==> src/rtl/rr_log_arbiter_if.sv <==
// rtl/rr_log_arbiter_if.sv - source/sink handshake bundle for the round-robin log arbiter
interface rr_log_arbiter_if #(
    parameter int NUM_SRC   = 4,
    parameter int PKT_WIDTH = 64
);
    localparam int ID_WIDTH = $clog2(NUM_SRC);

    logic [NUM_SRC-1:0]           in_valid;
    logic [NUM_SRC-1:0]           in_ready;
    logic [NUM_SRC*PKT_WIDTH-1:0] in_data;
    logic                         out_valid;
    logic                         out_ready;
    logic [ID_WIDTH+PKT_WIDTH-1:0] out_data;

    // Sources and sink side: presents packets and accepts the merged stream
    modport master (
        output in_valid, in_data, out_ready,
        input  in_ready, out_valid, out_data
    );

    // Arbiter side
    modport slave (
        input  in_valid, in_data, out_ready,
        output in_ready, out_valid, out_data
    );
endinterface

==> src/rtl/rr_log_arbiter.sv <==
// rtl/rr_log_arbiter.sv - round-robin arbiter merging recorder log sources into one tagged stream
module rr_log_arbiter #(
    parameter int NUM_SRC   = 4,
    parameter int PKT_WIDTH = 64,
    localparam int ID_WIDTH = $clog2(NUM_SRC)
) (
    input  logic               clk,
    input  logic               rstn,
    input  logic               rec_en,
    input  logic               cnt_clr,
    rr_log_arbiter_if.slave    bus,
    output logic               busy,
    output logic [31:0]        pkt_cnt
);
    localparam logic [1:0] ST_IDLE  = 2'd0;
    localparam logic [1:0] ST_RUN   = 2'd1;
    localparam logic [1:0] ST_DRAIN = 2'd2;

    // One extra bit so rr_ptr + offset never overflows before the modulo fold
    localparam int               CW        = ID_WIDTH + 1;
    localparam logic [CW-1:0]    NUM_SRC_W = CW'(NUM_SRC);
    localparam logic [ID_WIDTH-1:0] LAST_ID = ID_WIDTH'(NUM_SRC - 1);

    logic [1:0]                    state;
    logic [1:0]                    state_nxt;
    logic [ID_WIDTH-1:0]           rr_ptr;
    logic                          out_valid_q;
    logic [ID_WIDTH+PKT_WIDTH-1:0] out_data_q;
    logic [31:0]                   pkt_cnt_q;

    logic                          load;
    logic                          xfer;
    logic                          grant_found;
    logic [ID_WIDTH-1:0]           grant_idx;
    logic [CW-1:0]                 cand;
    logic [PKT_WIDTH-1:0]          sel_data;
    logic [NUM_SRC-1:0]            in_ready_c;

    // The output stage can take a new packet when empty or emptying this cycle
    assign load = (state == ST_RUN) && rec_en && (!out_valid_q || bus.out_ready);
    assign xfer = load && grant_found;

    // First valid source scanning upward from rr_ptr, wrapping at NUM_SRC
    always_comb begin
        grant_found = 1'b0;
        grant_idx   = '0;
        cand        = '0;
        for (int k = 0; k < NUM_SRC; k++) begin
            cand = {1'b0, rr_ptr} + CW'(k);
            if (cand >= NUM_SRC_W) begin
                cand = cand - NUM_SRC_W;
            end
            if (!grant_found && bus.in_valid[cand[ID_WIDTH-1:0]]) begin
                grant_found = 1'b1;
                grant_idx   = cand[ID_WIDTH-1:0];
            end
        end
    end

    // Select the granted packet and form the one-hot accept
    always_comb begin
        sel_data   = '0;
        in_ready_c = '0;
        for (int g = 0; g < NUM_SRC; g++) begin
            if (grant_idx == ID_WIDTH'(g)) begin
                sel_data      = bus.in_data[g*PKT_WIDTH +: PKT_WIDTH];
                in_ready_c[g] = xfer;
            end
        end
    end

    // Record-enable controller; re-enable while draining wins over going idle
    always_comb begin
        state_nxt = state;
        case (state)
            ST_IDLE:  if (rec_en) state_nxt = ST_RUN;
            ST_RUN:   if (!rec_en) state_nxt = ST_DRAIN;
            ST_DRAIN: begin
                if (rec_en) begin
                    state_nxt = ST_RUN;
                end else if (!out_valid_q || bus.out_ready) begin
                    state_nxt = ST_IDLE;
                end
            end
            default:  state_nxt = ST_IDLE;
        endcase
    end

    // State register
    always_ff @(posedge clk or negedge rstn) begin
        if (!rstn) begin
            state <= ST_IDLE;
        end else begin
            state <= state_nxt;
        end
    end

    // Output stage and round-robin pointer; a held packet is never overwritten
    always_ff @(posedge clk or negedge rstn) begin
        if (!rstn) begin
            out_valid_q <= 1'b0;
            out_data_q  <= '0;
            rr_ptr      <= '0;
        end else if (xfer) begin
            out_valid_q <= 1'b1;
            out_data_q  <= {grant_idx, sel_data};
            rr_ptr      <= (grant_idx == LAST_ID) ? '0 : grant_idx + 1'b1;
        end else if (out_valid_q && bus.out_ready) begin
            out_valid_q <= 1'b0;
        end
    end

    // Accepted-packet counter; clear wins over a same-cycle increment
    always_ff @(posedge clk or negedge rstn) begin
        if (!rstn) begin
            pkt_cnt_q <= '0;
        end else if (cnt_clr) begin
            pkt_cnt_q <= '0;
        end else if (xfer) begin
            pkt_cnt_q <= pkt_cnt_q + 32'd1;
        end
    end

    assign bus.in_ready  = in_ready_c;
    assign bus.out_valid = out_valid_q;
    assign bus.out_data  = out_data_q;
    assign busy          = (state == ST_RUN) || (state == ST_DRAIN);
    assign pkt_cnt       = pkt_cnt_q;
endmodule
==> src/flat_wrapper.sv <==
// flat-port wrapper written by rule: the top's interface ports become plain ports
module rr_log_arbiter_flat 
#(
    parameter int NUM_SRC   = 4,
    parameter int PKT_WIDTH = 64,
    localparam int ID_WIDTH = $clog2(NUM_SRC)
)
  (clk, rstn, rec_en, cnt_clr, busy, pkt_cnt, bus_in_valid, bus_in_data, bus_out_ready, bus_in_ready, bus_out_valid, bus_out_data);
  rr_log_arbiter_if #(.NUM_SRC(NUM_SRC), .PKT_WIDTH(PKT_WIDTH)) bus_i ();
  input  logic clk;
  input  logic rstn;
  input  logic rec_en;
  input  logic cnt_clr;
  output logic busy;
  output logic [31:0] pkt_cnt;
  input wire logic [$bits(bus_i.in_valid)-1:0] bus_in_valid;
  input wire logic [$bits(bus_i.in_data)-1:0] bus_in_data;
  input wire logic [$bits(bus_i.out_ready)-1:0] bus_out_ready;
  output wire logic [$bits(bus_i.in_ready)-1:0] bus_in_ready;
  output wire logic [$bits(bus_i.out_valid)-1:0] bus_out_valid;
  output wire logic [$bits(bus_i.out_data)-1:0] bus_out_data;
  assign bus_i.in_valid = bus_in_valid;
  assign bus_i.in_data = bus_in_data;
  assign bus_i.out_ready = bus_out_ready;
  assign bus_in_ready = bus_i.in_ready;
  assign bus_out_valid = bus_i.out_valid;
  assign bus_out_data = bus_i.out_data;
  rr_log_arbiter #(.NUM_SRC(NUM_SRC), .PKT_WIDTH(PKT_WIDTH)) u_core (.clk(clk), .rstn(rstn), .rec_en(rec_en), .cnt_clr(cnt_clr), .bus(bus_i), .busy(busy), .pkt_cnt(pkt_cnt));
endmodule
==> config.mk <==
export PLATFORM = sky130hd
export DESIGN_NAME = rr_log_arbiter_flat
export DESIGN_NICKNAME = d
export VERILOG_FILES = /design/src/rtl/rr_log_arbiter_if.sv /design/src/rtl/rr_log_arbiter.sv /design/src/flat_wrapper.sv
export SDC_FILE = /design/constraint.sdc
export NUM_CORES = 1
export LEC_CHECK = 0
export CORE_AREA = 2 2 145 147
export CTS_BUF_LIST = sky130_fd_sc_hd__clkbuf_8
export CTS_CLUSTER_SIZE = 16
export DETAILED_ROUTE_END_ITERATION = 10
export DIE_AREA = 0 0 147 149
export DONT_BUFFER_PORTS = 1
export MAX_ROUTING_LAYER = met4
export PLACE_DENSITY = 0.45
export SYNTH_ARGS = -nofsm -noshare
export SYNTH_HDL_FRONTEND = slang
export SYNTH_SLANG_ARGS = --single-unit
==> constraint.sdc <==
create_clock -name clk -period 7.5 [get_ports clk]
set_input_delay 1.5 -clock clk [delete_from_list [all_inputs] [get_ports clk]]
set_output_delay 1.5 -clock clk [all_outputs]
set_load 0.05 [all_outputs]
==> run summary <==
The critical path goes through and2_1 -> and3_4 -> buf_4 -> and2_1. Number of cells on the critical path: 4. The tools report the arrival time of data at the critical path endpoint as 3510 ps.

Between clock sinks in the finished design, the worst skew comes to 14.1 ps. For this run, the leading register cell type out of synthesis is dfrtp_1. After synthesis the netlist holds a flip-flop and latch count of 103.

In this run the worst path has a maximum fanout of 42. The most repeated cell in the gate-level netlist after synthesis is a21oi_1. In this design, the largest share of critical-path delay is due to simple AND/OR/NAND/NOR gates. Setup repair after global routing left no endpoint under its margin. From left edge to right edge, the die measures 147 um. The cell seen most often among critical-path stages is and2_1. The startpoint of the most critical setup path was rec_en. The clock reaches the later pin of the worst-skew pair after 390 ps. Of all flip-flops after synthesis, the portion carrying an async set or reset was 100%. Summing internal, switching and leakage power gives 3.06 mW.

For the finished layout, the period the worst path requires is 5010 ps. At the pin with the least slew margin, the transition time is 961 ps. The first detailed-routing pass took 5 iterations. By area the synthesized netlist is led by dfrtp_1 39%, a21oi_1 11%, a211o_1 8.5%. The run finished with clean final reports.

The synthesized design spends more area on one cell type than any other, namely dfrtp_1. The tightest hold path in the finished design has a slack of 595 ps. The power density of the placed cells came out at 445 nW/um^2. The I/O pin total was 369; the highest cell delay on the worst timing path was 600 ps.

The worst slew margin relative to its limit was 35.9%; the CTS H-tree depth was 3. The achievable frequency was 200 MHz; the core footprint was 20600 um^2. The residual DRC count is 0, and the chip height is 149 um. In the final routed layout, each cell accounts on average for 23.4 um.

The post-synthesis area per instance is 8.70 um^2, and the placer's final routability congestion estimate is 0.929. Using the TritonRoute via totals, the vias-per-cell ratio works out to 5.89. The final layout contains 980 nets. Counting along the longest clock path gives a buffer depth of 2. The post-cts repair resize count is 0.

The worst setup path is launched from an input pin. The Yosys warning count is 0. In this run the worst setup path terminates at bus_in_ready[3]. The number of buffers and inverters on the critical path is 1.

The number of antenna violations at the first check in global routing is 2. Initial cell density of the core: 32.2%. Net switching is 55.3% of the power. For this design the static power due to leakage is 2.95 nW. Per report_power, the combinational group accounts for 34.6% of the total. The number of cells on the worst reg-to-reg path is 9. The die covers 21900 um^2.

The number of post-CTS setup repair buffers was 0. The area growth from synthesis to layout works out to 3.82%. STA puts the critical path data required time at 6000 ps. Per report_power, the sequential group accounts for 52.3% of the total.

The first global-routing pass estimated 34.3 mm of wire. The total overflow left after global routing is 0. The category of the most critical setup path was in2out.

For this block, the initial DRC count from the detailed router was 355. Counting instances in the post-synthesis netlist gives the leading cell types as 149 x a21oi_1, 103 x dfrtp_1, 82 x nor2_1, 75 x inv_1. The final number of hold-violating endpoints was 0; the total detailed-routing wirelength was 23.2 mm. The accumulated negative setup slack was 0 ps; the total instance count after detailed placement was 969.

The analysis attributes to net switching a power of 1.69 mW. The tools report the max-cap check violation count as 0. The aggregate global-route resource usage came out at 20.9%. Synthesis produced 761 cells. The clock net in this run drives a total of 103 sinks. The number of max-slew violations in the final report came out at 0.

Of the synthesized area, sequential elements account for 38.9%. The net count of the mapped netlist is 1036, and the total standard cell area after synthesis is 6620 um^2. Prior to clock tree synthesis, the placed netlist has a worst setup slack of 2530 ps.

Utilization after layout: 33.4%. The worst IR drop on VDD is 0.278 mV. Clock-pin slew was measured on the worst setup and hold paths at 100 ps. The maximum number of pins on one net before global-route repair was 104; the number of routed nets with antenna violations was 0.

Excluding fillers, the count of instances in the completed layout stands at 988. The run gives 3870 ps as the reg2reg setup slack. The detailed router placed 5815 vias in this run.

The run gives 5661 as the number of global-route vias before repair. For this design, the slowest cell found on the critical path is and3_4. The count of buffers added on input and output ports is 0. The path category of the worst min-delay check is reg2reg. The run gives 6650 um^2 as the cell area after placement.

The clock buffer count from CTS is 9, and the number of endpoints failing setup at the final stage is 0. The worst register-to-register path ends at u_core.bus.out_data[57]. Once detailed placement completed, the half-perimeter wirelength came to 16.7 mm. The library cell used as clock root buffer is clkbuf_8. Reg-to-reg critical path startpoint: u_core.rr_ptr[1].

Counting distinct cell types in the post-synthesis netlist gives 44. The post-route netlist has 6.48% of its cells at a drive strength greater than 1. Number of flops mapped to enable cells by yosys: 0. In this run, post-CTS hold repair placed 0 buffers.

The worst setup path is captured at a primary output. Of the available clock period, the critical path in the final layout requires 66.8%. TritonCTS built the clock tree. Slack of the critical path: 2490 ps. The area share of the largest cell type after synthesis works out to 38.9%. The internal power of the cells totals 1.37 mW. The share of total power dissipated in the clock network is 13.1%. After routing the design area is 6870 um^2.

The row count was 53.
## cell families after synthesis
logic type	synth area share [%]
AO/OA/AOI/OAI	30.4
AND/OR/NAND/NOR	14.8
buffers and inverters	10.2
flip-flops	38.9
multiplexers	3.21
adder cells (fa/ha/maj)	1.89
XOR/XNOR	0.529
## power by group through the flow
stage	logic, mW	registers (mW)	clock network (mW)
2_1_floorplan	0.899	1.52	0
3_3_place_gp	1.03	1.62	0
3_5_place_dp	1.06	1.62	0
4_1_cts	1.07	1.61	0.423
5_1_grt	1.19	1.61	0.448
6_report	1.06	1.60	0.401
## area by class of cell
cell class | instances | area (um^2)
clock buffer | 9 | 124
sequential | 103 | 2580
fill | 2147 | 13700
timing repair buffer | 6 | 45.0
clock inverter | 7 | 93.8
antenna | 3 | 7.51
inverter | 75 | 282
multi-input combinational | 510 | 3400
tap | 275 | 344
## cell usage in the layout (no fill, tap or decap), types with 10 or more instances in the layout
| cell | Yosys | layout |
|---|---|---|
| a211o_1 | 64 | 64 |
| a21oi_1 | 149 | 149 |
| a221oi_1 | 64 | 64 |
| dfrtp_1 | 103 | 103 |
| inv_1 | 75 | 76 |
| nand2_1 | 20 | 20 |
| nand4_1 | 10 | 10 |
| nor2_1 | 82 | 82 |
| o31ai_1 | 11 | 11 |
| or4_1 | 11 | 11 |
## state kept, by name, summed over array words and instances, names as in the netlist
signal                flops
u_core.rr_ptr             2
u_core.bus.out_valid      1
u_core.pkt_cnt           32
u_core.state              2
u_core.bus.out_data      66
## worst min-delay path by stage
stage	cells past startpoint	from	slack, ps	to
floorplan	2	u_core.rr_ptr[0]	490	u_core.rr_ptr[0]
global placement	1	u_core.state[1]	560	u_core.state[1]
detailed placement	1	u_core.state[1]	570	u_core.state[1]
CTS	1	u_core.state[1]	600	u_core.state[1]
global route	1	u_core.state[1]	610	u_core.state[1]
finish	1	u_core.state[1]	590	u_core.state[1]
## routing by layer
layer  GRT usage, %  up-vias  part of all wire [%]  wire length, um
li1               -     2666                     -                -
met1           23.8     2865                    39             8930
met2           34.7      254                    50            11700
met3           6.67       30                   8.5             1960
met4           7.79        0                   2.5              577
met5              -        -                     0                0
(Power assumes the default switching activity.)
